--- config.mk ---
export PLATFORM = sky130hd
export DESIGN_NAME = dvga_pixpipe
export DESIGN_NICKNAME = d
export VERILOG_FILES = /design/src/rtl/dvga_pkg.sv /design/src/rtl/dvga_delay_line.sv /design/src/rtl/dvga_pixpipe.sv
export SDC_FILE = /design/constraint.sdc
export NUM_CORES = 1
export LEC_CHECK = 0
export BUFFER_PORTS_ARGS = -buffer_cell sky130_fd_sc_hd__buf_2
export CAP_MARGIN = 0
export CORE_ASPECT_RATIO = 1.25
export CORE_MARGIN = 3
export CORE_UTILIZATION = 45
export CTS_CLUSTER_DIAMETER = 60
export CTS_CLUSTER_SIZE = 25
export DETAILED_ROUTE_END_ITERATION = 10
export PLACE_DENSITY = 0.84
export SYNTH_ARGS = -nofsm -noshare
export SYNTH_HDL_FRONTEND = slang
export SYNTH_SLANG_ARGS = --single-unit
--- constraint.sdc ---
create_clock -name clk -period 7.29 [get_ports clk]
set_input_delay 0.3645 -clock clk [delete_from_list [all_inputs] [get_ports clk]]
set_output_delay 0.3645 -clock clk [all_outputs]
set_load 0.05 [all_outputs]
--- src/rtl/dvga_pkg.sv ---
// Shared constants and helpers for the DVGA pixel pipeline: control bit
// positions, position-word field ranges and RGB555 -> RGB888 expansion.
package dvga_pkg;

  localparam int SPR_DIM  = 32;
  localparam int PIPE_LAT = 3;

  localparam int CTRL_SPR0_EN  = 0;
  localparam int CTRL_SPR1_EN  = 1;
  localparam int CTRL_COLL_CLR = 2;

  localparam int POS_X_LSB = 0;
  localparam int POS_X_MSB = 9;
  localparam int POS_Y_LSB = 16;
  localparam int POS_Y_MSB = 25;

  // Each 5-bit channel is widened by replicating its top bits into the LSBs,
  // so full-scale 5'h1f maps to 8'hff.
  function automatic logic [23:0] rgb555_to_888(input logic [14:0] c);
    return {c[14:10], c[14:12], c[9:5], c[9:7], c[4:0], c[4:2]};
  endfunction

endpackage

--- src/rtl/dvga_delay_line.sv ---
// Fixed-depth shift register with synchronous reset; used to align timing
// and sprite-hit bookkeeping with the memory read latency.
module dvga_delay_line #(
  parameter int W     = 1,
  parameter int DEPTH = 2
) (
  input  logic         clk,
  input  logic         rst,
  input  logic [W-1:0] din,
  output logic [W-1:0] dout
);

  logic [W-1:0] stage_q [DEPTH];
  logic [W-1:0] stage_d [DEPTH];

  always_comb begin
    stage_d[0] = din;
    for (int i = 1; i < DEPTH; i++) begin
      stage_d[i] = stage_q[i-1];
    end
  end

  always_ff @(posedge clk) begin
    if (rst) begin
      for (int i = 0; i < DEPTH; i++) begin
        stage_q[i] <= '0;
      end
    end else begin
      for (int i = 0; i < DEPTH; i++) begin
        stage_q[i] <= stage_d[i];
      end
    end
  end

  assign dout = stage_q[DEPTH-1];

endmodule

--- src/rtl/dvga_pixpipe.sv ---
// Palette lookup plus two 32x32 sprite overlays, 3-clock pixel pipeline.
// Optional sticky sprite collision flag built when DVGA_SPR_COLLIDE_EN is defined.
module dvga_pixpipe
  import dvga_pkg::*;
#(
  parameter int SPR_LOG2 = 5,
  parameter int XY_W     = 10
) (
  input  logic                  clk,
  input  logic                  rst,
  input  logic [7:0]            pix_dat_i,
  input  logic [XY_W-1:0]       pix_x_i,
  input  logic [XY_W-1:0]       pix_y_i,
  input  logic                  blank_i,
  input  logic                  hsync_i,
  input  logic                  vsync_i,
  input  logic [31:0]           ctrl_i,
  input  logic [31:0]           spr0_pos_i,
  input  logic [31:0]           spr1_pos_i,
  output logic [7:0]            pal0_adr_o,
  input  logic [31:0]           pal0_dat_i,
  output logic [2*SPR_LOG2-1:0] spr0_adr_o,
  input  logic [15:0]           spr0_dat_i,
  output logic [2*SPR_LOG2-1:0] spr1_adr_o,
  input  logic [15:0]           spr1_dat_i,
  output logic [23:0]           rgb_o,
  output logic                  blank_o,
  output logic                  hsync_o,
  output logic                  vsync_o,
  output logic                  coll_o
);

  localparam int AW = 2 * SPR_LOG2;

  logic            vs_prev_q, vs_prev_d;
  logic [1:0]      sh_en_q, sh_en_d;
  logic [XY_W-1:0] sh_x0_q, sh_x0_d, sh_y0_q, sh_y0_d;
  logic [XY_W-1:0] sh_x1_q, sh_x1_d, sh_y1_q, sh_y1_d;
  logic [7:0]      pal_adr_q, pal_adr_d;
  logic [AW-1:0]   spr0_adr_q, spr0_adr_d, spr1_adr_q, spr1_adr_d;
  logic [23:0]     rgb_q, rgb_d;
  logic            blank_q, blank_d, hsync_q, hsync_d, vsync_q, vsync_d;

  logic [XY_W:0]   dx0, dy0, dx1, dy1;
  logic            hit0, hit1, vs_edge;
  logic            s2_blank, s2_hsync, s2_vsync, s2_hit0, s2_hit1;

  // Shadow copies change only at the vsync rising edge, so the pixel sampled
  // on that edge still sees the previous frame's settings.
  always_comb begin
    vs_edge   = vsync_i & ~vs_prev_q;
    vs_prev_d = vsync_i;
    sh_en_d   = sh_en_q;
    sh_x0_d   = sh_x0_q;
    sh_y0_d   = sh_y0_q;
    sh_x1_d   = sh_x1_q;
    sh_y1_d   = sh_y1_q;
    if (vs_edge) begin
      sh_en_d = {ctrl_i[CTRL_SPR1_EN], ctrl_i[CTRL_SPR0_EN]};
      sh_x0_d = spr0_pos_i[POS_X_MSB:POS_X_LSB];
      sh_y0_d = spr0_pos_i[POS_Y_MSB:POS_Y_LSB];
      sh_x1_d = spr1_pos_i[POS_X_MSB:POS_X_LSB];
      sh_y1_d = spr1_pos_i[POS_Y_MSB:POS_Y_LSB];
    end
  end

  // One extra bit on the subtraction gives the sign; the sprite never wraps
  // past the right/bottom edge of the coordinate space.
  always_comb begin
    dx0  = {1'b0, pix_x_i} - {1'b0, sh_x0_q};
    dy0  = {1'b0, pix_y_i} - {1'b0, sh_y0_q};
    dx1  = {1'b0, pix_x_i} - {1'b0, sh_x1_q};
    dy1  = {1'b0, pix_y_i} - {1'b0, sh_y1_q};
    hit0 = sh_en_q[0] && (dx0[XY_W:SPR_LOG2] == '0) && (dy0[XY_W:SPR_LOG2] == '0);
    hit1 = sh_en_q[1] && (dx1[XY_W:SPR_LOG2] == '0) && (dy1[XY_W:SPR_LOG2] == '0);
    pal_adr_d  = pix_dat_i;
    spr0_adr_d = hit0 ? {dy0[SPR_LOG2-1:0], dx0[SPR_LOG2-1:0]} : '0;
    spr1_adr_d = hit1 ? {dy1[SPR_LOG2-1:0], dx1[SPR_LOG2-1:0]} : '0;
  end

  dvga_delay_line #(
    .W     (5),
    .DEPTH (PIPE_LAT - 1)
  ) u_dly (
    .clk  (clk),
    .rst  (rst),
    .din  ({blank_i, hsync_i, vsync_i, hit1, hit0}),
    .dout ({s2_blank, s2_hsync, s2_vsync, s2_hit1, s2_hit0})
  );

  always_comb begin
    blank_d = s2_blank;
    hsync_d = s2_hsync;
    vsync_d = s2_vsync;
    rgb_d   = pal0_dat_i[23:0];
    if (s2_blank) begin
      rgb_d = 24'h0;
    end else if (s2_hit0 && spr0_dat_i[15]) begin
      rgb_d = rgb555_to_888(spr0_dat_i[14:0]);
    end else if (s2_hit1 && spr1_dat_i[15]) begin
      rgb_d = rgb555_to_888(spr1_dat_i[14:0]);
    end
  end

  always_ff @(posedge clk) begin
    if (rst) begin
      vs_prev_q  <= 1'b0;
      sh_en_q    <= '0;
      sh_x0_q    <= '0;
      sh_y0_q    <= '0;
      sh_x1_q    <= '0;
      sh_y1_q    <= '0;
      pal_adr_q  <= '0;
      spr0_adr_q <= '0;
      spr1_adr_q <= '0;
      rgb_q      <= '0;
      blank_q    <= 1'b0;
      hsync_q    <= 1'b0;
      vsync_q    <= 1'b0;
    end else begin
      vs_prev_q  <= vs_prev_d;
      sh_en_q    <= sh_en_d;
      sh_x0_q    <= sh_x0_d;
      sh_y0_q    <= sh_y0_d;
      sh_x1_q    <= sh_x1_d;
      sh_y1_q    <= sh_y1_d;
      pal_adr_q  <= pal_adr_d;
      spr0_adr_q <= spr0_adr_d;
      spr1_adr_q <= spr1_adr_d;
      rgb_q      <= rgb_d;
      blank_q    <= blank_d;
      hsync_q    <= hsync_d;
      vsync_q    <= vsync_d;
    end
  end

`ifdef DVGA_SPR_COLLIDE_EN
  logic coll_q, coll_d;

  // Clear has priority over a collision landing on the same clock.
  always_comb begin
    coll_d = coll_q;
    if (ctrl_i[CTRL_COLL_CLR]) begin
      coll_d = 1'b0;
    end else if (s2_hit0 && spr0_dat_i[15] && s2_hit1 && spr1_dat_i[15] && !s2_blank) begin
      coll_d = 1'b1;
    end
  end

  always_ff @(posedge clk) begin
    if (rst) begin
      coll_q <= 1'b0;
    end else begin
      coll_q <= coll_d;
    end
  end

  assign coll_o = coll_q;
`else
  assign coll_o = 1'b0;
`endif

  logic unused_bits;
  assign unused_bits = ^{ctrl_i[31:CTRL_COLL_CLR], pal0_dat_i[31:24],
                         spr0_pos_i[31:POS_Y_MSB+1], spr0_pos_i[POS_Y_LSB-1:POS_X_MSB+1],
                         spr1_pos_i[31:POS_Y_MSB+1], spr1_pos_i[POS_Y_LSB-1:POS_X_MSB+1]};

  assign pal0_adr_o = pal_adr_q;
  assign spr0_adr_o = spr0_adr_q;
  assign spr1_adr_o = spr1_adr_q;
  assign rgb_o      = rgb_q;
  assign blank_o    = blank_q;
  assign hsync_o    = hsync_q;
  assign vsync_o    = vsync_q;

endmodule

==> key figures, run 1 <==
Status
  • Status: finished clean

Setup path
  • Critical Path Start Type: flop
  • FF-to-FF Start: sh_y0_q[0]
  • WP data arrival: approximately 3.6 ns
  • Crit. End Element: flop
  • Worst reg2reg path depth: 9
  • RR Endpoint: spr0_adr_o[8]
  • Critical Path Fanout Max: 11
  • Critical path required time: 7.54 ns
  • Flop2flop setup slack: between 3 and 4 ns
  • Setup CP Type: reg -> reg

Clocking
  • Clk Latency, worst-skew pair: 0.35 ns
  • H-tree levels: 3
  • CTS tree: yes
  • # hold bufs at CTS: 0
  • Max Buffers Root-to-Sink: 2
  • Clk Tree Root Cell: clkbuf_16
  • # resized after CTS: 0
  • Postcts setup bufs: 0
  • Worst-path clk slew: 0.08 ns
  • TritonCTS Buffers: 9
  • CTS Sinks: about 110

Synthesis
  • Top FF cell, synth: dfxtp_1
  • Synthesized cell area: 5610 µm²
  • Syn Nets: roughly 930
  • EDFF count, synth: 0
  • Syn avg cell area: between 8 and 9 µm²
  • Synth cell types: 65
  • Seq/Total Area, Yosys: 0.382
  • Share of flip-flops with an asynchronous set or reset: 0
  • Post-synthesis cell count: between 600 and 700
  • Number of synthesized register bits: 107
  • Synthesis Warnings: 0

Die
  • I/O pins: around 250
  • Rows: 44
  • Core area: between 10,000 and 15,000 µm²
  • Die Height: 131 µm
  • Die area: between 10,000 and 15,000 µm²
  • Initial core utilization: 0.472
  • Die extent in x: approximately 110 µm

Routing
  • Total Wirelength: between 15 and 20 mm
  • WL per Instance: between 15 and 20 µm
  • DR iter-0 viols: approximately 270
  • Routed Antenna Nets: 0
  • Vias per inst: about 5.3
  • Residual DRC count: 0
  • Routed vias: approximately 5,400
  • DRT Pass-1 Iters: 4

GRT
  • GRT Overall Usage: 0.225
  • Vias in the first global route: slightly above 5,000
  • GRT overflow: 0
  • First-pass GRT wire length: around 25 mm
  • Largest net degree at the start of global routing: 66
  • Initial antenna violation count: 0

Timing
  • Endpoints failing hold: 0
  • Fmax: roughly 300 MHz
  • # setup viols final: 0
  • Tmin final: about 3.3 ns
  • Skew final: around 0.0064 ns
  • Slew Viols, Final: 0
  • RSZ-0062 raised after global routing: false
  • Fin crit share: 0.456
  • Total Negative Setup Slacks: 0 ns
  • Least-Margin Pin Slew: ~0.82 ns
  • Relative slew slack: 0.440

Placement
  • GPL Wtd Cong: just under 0.9
  • Area post-placement: approximately 6600 µm²
  • Dpl hpwl: 12.2 mm
  • # port buffers: approximately 190
  • Placed insts: about 1,000

Layout
  • Syn-to-layout area delta: 23.8%
  • Layout net count: between 1,000 and 1,500
  • Final Non-Filler Cells: roughly 1,000
  • Share of cells above drive strength 1: 0.258
  • Most frequent cells in the layout: buf_2, nand2_1, dfxtp_1, a21oi_1, inv_1
  • Final instance area: roughly 7000 µm²
  • Utilization after layout: 0.584
  • Commonest non-fill, non-tap cell in the layout: buf_2
  • Antenna cells: 0

Pwr
  • Leakage: about 3.1 nW
  • Cell Pwr Density: about 210 nW/µm²
  • Peak VDD IR: ~0.00010 V

Worst hold path
  • Hold Path Class: in -> reg
  • Hold path start: pix_dat_i[0]
  • Hold depth: 2
  • Hold EP: pal0_adr_o[0]

Flow run
  • Max-cap viol count: 0
==> final cells by class <==
cell class,instances,area [µm²]
Fill cell,1115,4950
Timing Repair Buffer,189,956
Multi-Input combinational cell,501,3150
Tap cell,161,201
Clock buffer,9,225
Clock inverter,7,93.8
Sequential cell,107,2140
Inverter,47,176
==> power breakdown <==
group          internal (mW)  leakage, nW  switching [mW]
clock                  0.276        0.153           0.237
sequential             0.609        0.878         0.00986
combinational          0.130         2.09           0.208
==> cell families after synthesis <==
| group | share of synthesized area |
|---|---|
| AO/OA/AOI/OAI | 0.202 |
| XOR/XNOR | 0.0156 |
| adder cells (fa/ha/maj) | 0.104 |
| buffers and inverters | 0.0569 |
| flip-flops | 0.382 |
| multiplexers | 0.0112 |
| other | 0.000669 |
| AND/OR/NAND/NOR | 0.228 |
==> cell usage after synthesis (2+ instances only) <==
library cell	number	area, µm²
a2111oi_0	3	26.3
a211oi_1	5	37.5
a21o_1	7	52.6
a21oi_1	90	450
a311oi_1	8	70.1
and2_1	2	12.5
and3b_1	2	17.5
buf_1	2	7.51
clkbuf_1	31	116
dfxtp_1	107	2140
fa_1	4	80.1
ha_1	40	500
inv_1	47	176
mux2_2	2	22.5
mux2i_1	4	40.0
nand2_1	132	495
nand2b_1	6	37.5
nand3_1	4	20.0
nand4_1	2	12.5
nor2_1	33	124
nor2b_1	35	219
nor3_1	12	60.1
nor3_2	6	60.1
nor3b_1	3	22.5
nor4_1	2	12.5
nor4_4	2	42.5
nor4b_1	7	61.3
o2111ai_1	2	17.5
o211ai_1	3	22.5
o21a_1	5	37.5
o21ai_0	31	155
o22ai_1	2	12.5
o31a_1	3	26.3
o31ai_1	4	30.0
or2_2	2	12.5
or3_1	2	12.5
or4_1	2	15.0
xnor2_1	8	70.1
xor2_1	2	17.5
==> metal layers <==
metal | routed length [µm] | track usage
met5 | 0 | 0
met4 | 484 | 0.0991
met3 | 1050 | 0.0369
met2 | 7850 | 0.421
met1 | 6150 | 0.253
==> through the flow <==
stage | worst slack, ns | power [mW] | hold slack (ns)
2_1_floorplan | 4.22 | 0.869 | 0.414
3_3_place_gp | 3.79 | 0.961 | 0.419
3_5_place_dp | 3.76 | 0.967 | 0.423
4_1_cts | 3.97 | 1.48 | 0.212
5_1_grt | 3.75 | 1.55 | 0.222
6_report | 3.96 | 1.47 | 0.215
==> worst max-delay path by stage <==
| stage | from | endpoint | slack (ns) | depth (start not counted) |
|---|---|---|---|---|
| after floorplan | pix_y_i[0] | spr0_adr_o[4] | 4.22 | 11 |
| after global placement | pix_y_i[0] | spr0_adr_o[8] | 3.79 | 11 |
| after detailed placement | pix_y_i[0] | spr0_adr_o[8] | 3.76 | 11 |
| after CTS | sh_y0_q[0] | spr0_adr_o[8] | 3.97 | 9 |
| after global routing | sh_y1_q[5] | spr1_adr_o[6] | 3.75 | 9 |
| final | sh_y0_q[0] | spr0_adr_o[8] | 3.96 | 9 |
==> registers in the layout (all words and copies together), names as in the netlist <==
signal	cells
sh_en_q	2
sh_x0_q	10
hsync_o	1
sh_y0_q	10
blank_o	1
vsync_o	1
sh_y1_q	10
spr1_adr_o	10
rgb_o	24
u_dly.stage_q	10
sh_x1_q	10
pal0_adr_o	8
spr0_adr_o	10
==> worst max-delay path, cell delays in order (launching register included) <==
cell and delay [ns]:
dfxtp_1 0.32, ha_1 0.23, fa_1 0.39, nor2b_1 0.30, o21ai_0 0.13, o211ai_1 0.22
mux2_2 0.36, a221o_1 0.28, or4_4 0.62, a2111oi_2 0.36
Note: power is estimated with default switching activity, not from simulation.
==> inputs of run 2 (changes only) <==
--- a/config.mk
+++ b/config.mk
@@ -9,7 +9,7 @@
 export CAP_MARGIN = 0
 export CORE_ASPECT_RATIO = 1.25
 export CORE_MARGIN = 3
-export CORE_UTILIZATION = 45
+export CORE_UTILIZATION = 43
 export CTS_CLUSTER_DIAMETER = 60
 export CTS_CLUSTER_SIZE = 25
 export DETAILED_ROUTE_END_ITERATION = 10
==> constraint.sdc (replaced) <==
create_clock -name clk -period 2.7 [get_ports clk]
set_input_delay 0.135 -clock clk [delete_from_list [all_inputs] [get_ports clk]]
set_output_delay 0.135 -clock clk [all_outputs]
set_load 0.05 [all_outputs]
==> run 2 against run 1 <==
Net effect:
- the flow now finishes with violations (negative hold slack, negative setup slack)
- global-route usage increased by 1.5 points
- non-clock buffer count rose by 101
- final area grew 16%
- combinational power increased to 3.6 times the previous value
- clock-buffer cell count unchanged
- clock power grew to 2.6 times the previous value
- setup slack got worse by 4.2 ns
- clock skew grew 0.0033 ns
- wire length is 15% higher
- hold slack worse by 0.22 ns
- via count up 9.4%
- critical endpoint is now spr0_adr_o[4]
==> key figures, run 2 (synthesis gave the netlist of run 1 again) <==
GRT
  • First-pass GRT wire length: 27.5 mm (+12%)
  • Largest net degree at the start of global routing: 43 (-35%)
  • GRT overflow: 0 (unchanged)
  • Initial antenna violation count: 2 (+2)
  • Vias in the first global route: 5,935 (+16%)
  • GRT Overall Usage: 0.241 (+0.0154)

Setup path
  • Max stage delay on crit path: 0.59 ns (-0.03 ns)
  • Setup CP Type: reg -> reg
  • Critical path required time: 2.97 ns (-4.57 ns)
  • CP cell instances: inv_2 > ha_4 > nor2b_4 > o31a_1 > o21a_1 > or3_1 > a2111o_1 > or4_4 > buf_8 > nor4_4
  • Worst Path Buf+Inv: 2 (+2)
  • Critical Path Start Type: flop
  • Crit-path leading delay family: simple AND/OR/NAND/NOR gates
  • WP data arrival: 3.16 ns (-0.41 ns)
  • Critical Path Fanout Max: 5 (-6)
  • CP max stage cell: or4_4
  • Crit. End Element: flop

Pwr
  • Switching Fraction: 0.326 (+0.0162)
  • Seq pwr share: 0.397 (-0.024)
  • Int Power: 2.84 mW (+180%)
  • Leakage: 3.69 nW (+18%)
  • Clock Power Share: 0.316 (-0.033)
  • Cell Pwr Density: 521 nW/µm² (+150%)
  • Comb pwr share: 0.288 (+0.058)
  • Peak VDD IR: 0.000285 V (+170%)
  • NetSw: 1.37 mW (+200%)

Timing
  • Relative slew slack: 0.305 (-0.136)
  • Skew final: 0.00969 ns (+0.00333 ns)
  • Fmax: 346 MHz (+15%)
  • Endpoints failing hold: 1 (+1)
  • Least-Margin Pin Slew: 1.04 ns (+0.222 ns)
  • Tmin final: 2.89 ns (-0.436 ns)
  • RSZ-0062 raised after global routing: true
  • Slew Viols, Final: 0 (unchanged)
  • WHS: -0.000770 ns (-0.216 ns)
  • # setup viols final: 11 (+11)
  • Fin crit share: 1.07 (+0.614)
  • Fin worst setup slack: -0.190 ns (-4.15 ns)

Die
  • Die Height: 134 µm (+2.2%)
  • I/O pins: 249 (unchanged)
  • Die extent in x: 108 µm (+2.2%)
  • Initial core utilization: 0.441 (-0.0307)
  • Rows: 46 (+4.5%)
  • Core area: 12,700 µm² (+7.0%)
  • Die area: 14,500 µm² (+4.4%)

Layout
  • Most frequent cells in the layout: buf_2, nand2_1, dfxtp_1, buf_4, a21oi_1
  • Filler cells: 1,063 (-4.7%)
  • Final Non-Filler Cells: 1,129 (+11%)
  • Syn-to-layout area delta: 44.2%
  • Share of cells above drive strength 1: 0.379 (+0.121)
  • Antenna cells: 0 (unchanged)
  • Layout net count: 1,193 (+9.2%)
  • Largest register FFs: 24 (unchanged)
  • Commonest non-fill, non-tap cell in the layout: buf_2

Status
  • Failing checks: negative hold slack, negative setup slack
  • Status: complete, but fails checks

Clocking
  • CTS tree: yes
  • Clk Tree Root Cell: clkbuf_16
  • H-tree levels: 3 (unchanged)
  • TritonCTS Buffers: 9 (unchanged)
  • Max Buffers Root-to-Sink: 2 (unchanged)
  • Clk Latency, worst-skew pair: 0.36 ns (about the same)
  • CTS Sinks: 107 (unchanged)
  • Worst-path clk slew: 0.08 ns (about the same)

Worst hold path
  • Hold Path Class: in -> reg

Placement
  • # port buffers: 185 (unchanged)
  • Dpl hpwl: 13.6 mm (+11%)
  • Placed insts: 1,101 (+9.6%)
  • GPL Wtd Cong: 0.932 (+4.6%)
  • Setup slack after placement: -0.244 ns (-4.00 ns)

Routing
  • DRT Pass-1 Iters: 5 (+1)
  • DR iter-0 viols: 367 (+37%)
  • WL per Instance: 15.8 µm (+4.0%)
  • Total Wirelength: 17.9 mm (+15%)
  • Residual DRC count: 0 (unchanged)
  • Routed vias: 5,905 (+9.4%)
  • Routed Antenna Nets: 0 (unchanged)
  • Vias per inst: 5.23 (-1.1%)

Flow run
  • Max-cap viol count: 0 (unchanged)
==> run 2: what timing repair did <==
action                                  4_1_cts  5_1_grt
cloned                                        0        1
gates resized for setup                      33       37
hold buffers                                 11        0
endpoints found under the setup margin       22       22
endpoints found under the hold margin        11        0
buffers inserted                              2        1
pin swaps                                     8       10
==> run 2: final timing paths <==
check | cells past startpoint | slack, ns | from | endpoint
setup reg to reg | 10 | -0.19 | sh_y0_q[1] | spr0_adr_o[4]
hold / removal | 3 | -0.0008 | spr1_pos_i[19] | sh_y1_q[3]
setup / recovery | 10 | -0.19 | sh_y0_q[1] | spr0_adr_o[4]
hold reg to reg | 1 | 0.44 | u_dly.stage_q[0][4] | u_dly.stage_q[0][9]
==> run 2: through the flow <==
step	total power [mW]	TNS [ns]	util	cell area [µm²]
final	4.21	-1.32	0.636	8090
after global routing	4.41	-2.16	0.636	8090
after CTS	4.18	-1.20	0.624	7940
after detailed placement	2.78	-3.04	0.577	7330
after global placement	2.76	-2.36	0.577	7330
after floorplan	2.35	-0.408	-	5640
==> run 2: power by group through the flow <==
stage | clock network, mW | logic (mW) | registers (mW)
floorplan | 0 | 0.550 | 1.80
global placement | 0 | 1.05 | 1.71
detailed placement | 0 | 1.07 | 1.71
CTS | 1.36 | 1.15 | 1.67
global route | 1.42 | 1.31 | 1.68
finish | 1.33 | 1.21 | 1.67
==> run 2: metal layers <==
layer / share of wire / GRT usage / vias up
met4: 0.037 / 0.116 / 4
met1: 0.37 / 0.252 / 2708
met2: 0.52 / 0.442 / 229
li1: - / - / 2913
met5: 0.0012 / 0 / -
met3: 0.072 / 0.0587 / 51
==> run 2: final cells by class <==
cell class | instances | area (µm²) | area share
Clock inverter | 7 | 81.3 | 0.0101
Clock buffer | 9 | 225 | 0.0278
Inverter | 47 | 176 | 0.0218
Timing Repair Buffer | 290 | 1760 | 0.217
Multi-Input combinational cell | 501 | 3490 | 0.431
Sequential cell | 107 | 2150 | 0.266
Tap cell | 168 | 210 | 0.0260
==> run 2: worst reg2reg max path: stages, from the launching register on <==
cell and delay (ns):
dfxtp_2 0.34, inv_2 0.05, ha_4 0.21, nor2b_4 0.12, o31a_1 0.26, o21a_1 0.19
or3_1 0.32, a2111o_1 0.38, or4_4 0.59, buf_8 0.17, nor4_4 0.19
==> inputs of run 3 (changes only) <==
--- a/config.mk
+++ b/config.mk
@@ -8,7 +8,7 @@
 export BUFFER_PORTS_ARGS = -buffer_cell sky130_fd_sc_hd__buf_2
 export CAP_MARGIN = 0
 export CORE_ASPECT_RATIO = 1.25
-export CORE_MARGIN = 3
+export CORE_MARGIN = 1.5
 export CORE_UTILIZATION = 43
 export CTS_CLUSTER_DIAMETER = 60
 export CTS_CLUSTER_SIZE = 25
==> run 3 against run 2 <==
Net effect:
- the run ends with negative setup slack left
- wire length down 8.9%
- sequential share of layout area rose by 0.76 points
- fmax is 0.39% lower
- critical path depth unchanged
- clock skew increased by 0.0019 ns
- total power fell by 1.6%
- die area down 5.0%
==> key figures, run 3 (synthesis gave the netlist of run 1 again) <==
Layout
  • Utilization after layout: 0.617 (-0.0192)
  • Most frequent cells in the layout: buf_2, nand2_1, dfxtp_1, a21oi_1, buf_4
  • Syn-to-layout area delta: 39.9%
  • Antenna cells: 0 (unchanged)
  • Largest register FFs: 24 (unchanged)
  • Filler cells: 1,108 (+4.2%)
  • Share of cells above drive strength 1: 0.349 (-0.0295)
  • Layout net count: 1,171 (-1.8%)
  • Commonest non-fill, non-tap cell in the layout: buf_2

Clocking
  • TritonCTS Buffers: 9 (unchanged)
  • H-tree levels: 3 (unchanged)
  • Clk Tree Root Cell: clkbuf_16
  • CTS Sinks: 107 (unchanged)
  • Max Buffers Root-to-Sink: 2 (unchanged)
  • Worst-path clk slew: 0.08 ns (about the same)
  • CTS tree: yes
  • Clk Latency, worst-skew pair: 0.36 ns (about the same)

GRT
  • GRT Overall Usage: 0.232 (-0.00890)
  • First-pass GRT wire length: 25.0 mm (-9.3%)
  • GRT overflow: 0 (unchanged)
  • Largest net degree at the start of global routing: 58 (+35%)
  • Initial antenna violation count: 0 (-2)
  • Vias in the first global route: 5,566 (-6.2%)

Pwr
  • Switching Fraction: 0.322 (-0.00358)
  • Int Power: 2.81 mW (-1.0%)
  • Clock Power Share: 0.323 (+0.007)
  • NetSw: 1.34 mW (-2.6%)
  • Leakage: 3.57 nW (-3.3%)
  • Peak VDD IR: 0.000288 V (+0.87%)
  • Comb pwr share: 0.274 (-0.014)
  • Seq pwr share: 0.403 (+0.006)
  • Cell Pwr Density: 529 nW/µm² (+1.5%)

Die
  • I/O pins: 249 (unchanged)
  • Core area: 12,700 µm² (unchanged)
  • Die area: 13,700 µm² (-5.0%)
  • Rows: 46 (unchanged)
  • Die extent in x: 105 µm (-2.8%)
  • Initial core utilization: 0.441 (unchanged)
  • Die Height: 131 µm (-2.2%)

Setup path
  • WP data arrival: 3.15 ns (about the same)
  • Worst setup path start: sh_y0_q[0]
  • Max stage delay on crit path: 0.54 ns (-0.05 ns)
  • CP cell instances: ha_4 > fa_2 > nor2b_4 > o21ai_2 > o211ai_1 > mux2_4 > a221o_1 > or4_4 > buf_12 > a2111oi_4
  • FF-to-FF Start: sh_y0_q[0]
  • RR Endpoint: spr0_adr_o[3]
  • CP max stage cell: or4_4
  • Worst Setup EP: spr0_adr_o[3]
  • Flop2flop setup slack: -0.20 ns (about the same)
  • Critical Path Fanout Max: 6 (+1)
  • Worst reg2reg path depth: 10 (unchanged)
  • Critical path required time: 2.95 ns (-0.02 ns)
  • Setup CP Type: reg -> reg
  • Crit. End Element: flop
  • Critical Path Start Type: flop

Routing
  • WL per Instance: 14.7 µm (-7.1%)
  • Total Wirelength: 16.3 mm (-8.9%)
  • Routed Antenna Nets: 0 (unchanged)
  • Vias per inst: 5.15 (-1.5%)
  • DRT Pass-1 Iters: 4 (-1)
  • Residual DRC count: 0 (unchanged)
  • DR iter-0 viols: 292 (-20%)
  • Routed vias: 5,705 (-3.4%)

Timing
  • Slew Viols, Final: 0 (unchanged)
  • Fin worst setup slack: -0.201 ns (-0.0114 ns)
  • Endpoints failing hold: 0 (-1)
  • Relative slew slack: 0.573 (+0.269)
  • Fin crit share: 1.07 (+0.00424)
  • Fmax: 345 MHz (-0.39%)
  • Total Negative Setup Slacks: -1.48 ns (-0.162 ns)
  • RSZ-0062 raised after global routing: true
  • Least-Margin Pin Slew: 0.639 ns (-0.399 ns)
  • # setup viols final: 11 (unchanged)
  • Tmin final: 2.90 ns (+0.0114 ns)
  • Skew final: 0.0116 ns (+0.00191 ns)

Placement
  • GPL Wtd Cong: 0.949 (+1.8%)
  • # port buffers: 185 (unchanged)
  • Dpl hpwl: 12.6 mm (-7.7%)

Worst hold path
  • Hold Path Class: in -> reg

Status
  • Failing checks: negative setup slack
  • Status: complete, but fails checks

Flow run
  • Max-cap viol count: 0 (unchanged)
==> run 3: worst min-delay path by stage <==
stage | from | end | depth (start not counted)
floorplan | pix_dat_i[0] | pal0_adr_o[0] | 1
global placement | pix_dat_i[3] | pal0_adr_o[3] | 2
detailed placement | pix_dat_i[6] | pal0_adr_o[6] | 2
CTS | spr0_pos_i[20] | sh_y0_q[4] | 3
global route | spr0_pos_i[16] | sh_y0_q[0] | 3
finish | spr0_pos_i[20] | sh_y0_q[4] | 3
==> run 3: area by class of cell <==
type                       instances  area (µm²)  area share
tap                              168         210      0.0268
clock buffer                       9         225      0.0287
sequential                       107        2150       0.274
clock inverter                     7        91.3      0.0116
inverter                          47         176      0.0225
timing repair buffer             268        1600       0.204
multi-input combinational        501        3390       0.432
==> run 3: per-stage QoR <==
step,power [mW],area [µm²],hold slack [ns],setup slack [ns],cells
finish,4.15,7840,0.00795,-0.201,1107
CTS,4.12,7660,0.00145,-0.213,1103
floorplan,2.35,5640,0.263,-0.107,690
global placement,2.72,7180,0.341,-0.179,1077
global route,4.35,7840,0.00609,-0.271,1107
detailed placement,2.75,7180,0.349,-0.223,1077
==> run 3: per-layer routing <==
metal	share of wire	vias to the layer above	track usage	wire, µm
li1	-	2858	-	-
met1	0.38	2601	0.226	6130
met2	0.54	206	0.466	8800
met3	0.048	40	0.0337	785
met4	0.035	0	0.129	567
met5	0	-	0	0
==> run 3: power groups by stage <==
| stage | registers, mW | clock network [mW] | logic (mW) |
|---|---|---|---|
| 2_1_floorplan | 1.80 | 0 | 0.550 |
| 3_3_place_gp | 1.71 | 0 | 1.02 |
| 3_5_place_dp | 1.71 | 0 | 1.04 |
| 4_1_cts | 1.67 | 1.38 | 1.08 |
| 5_1_grt | 1.68 | 1.43 | 1.24 |
| 6_report | 1.67 | 1.34 | 1.14 |
==> run 3: what timing repair did <==
action	4_1_cts	5_1_grt
setup endpoints to repair	22	22
gates resized for setup	15	30
hold endpoints to repair	9	0
setup buffers	1	4
hold buffers	9	0
pin swaps	1	12
==> run 3: critical path, delay by kind of cell (launching register included) <==
family | cells | cell delay (ns)
and+or+nand+nor | 2 | 0.67
AOI/OAI and AO/OA | 4 | 0.72
adders and majority gates | 2 | 0.56
buffers and inverters | 1 | 0.17
muxes | 1 | 0.32
DFF | 1 | 0.34
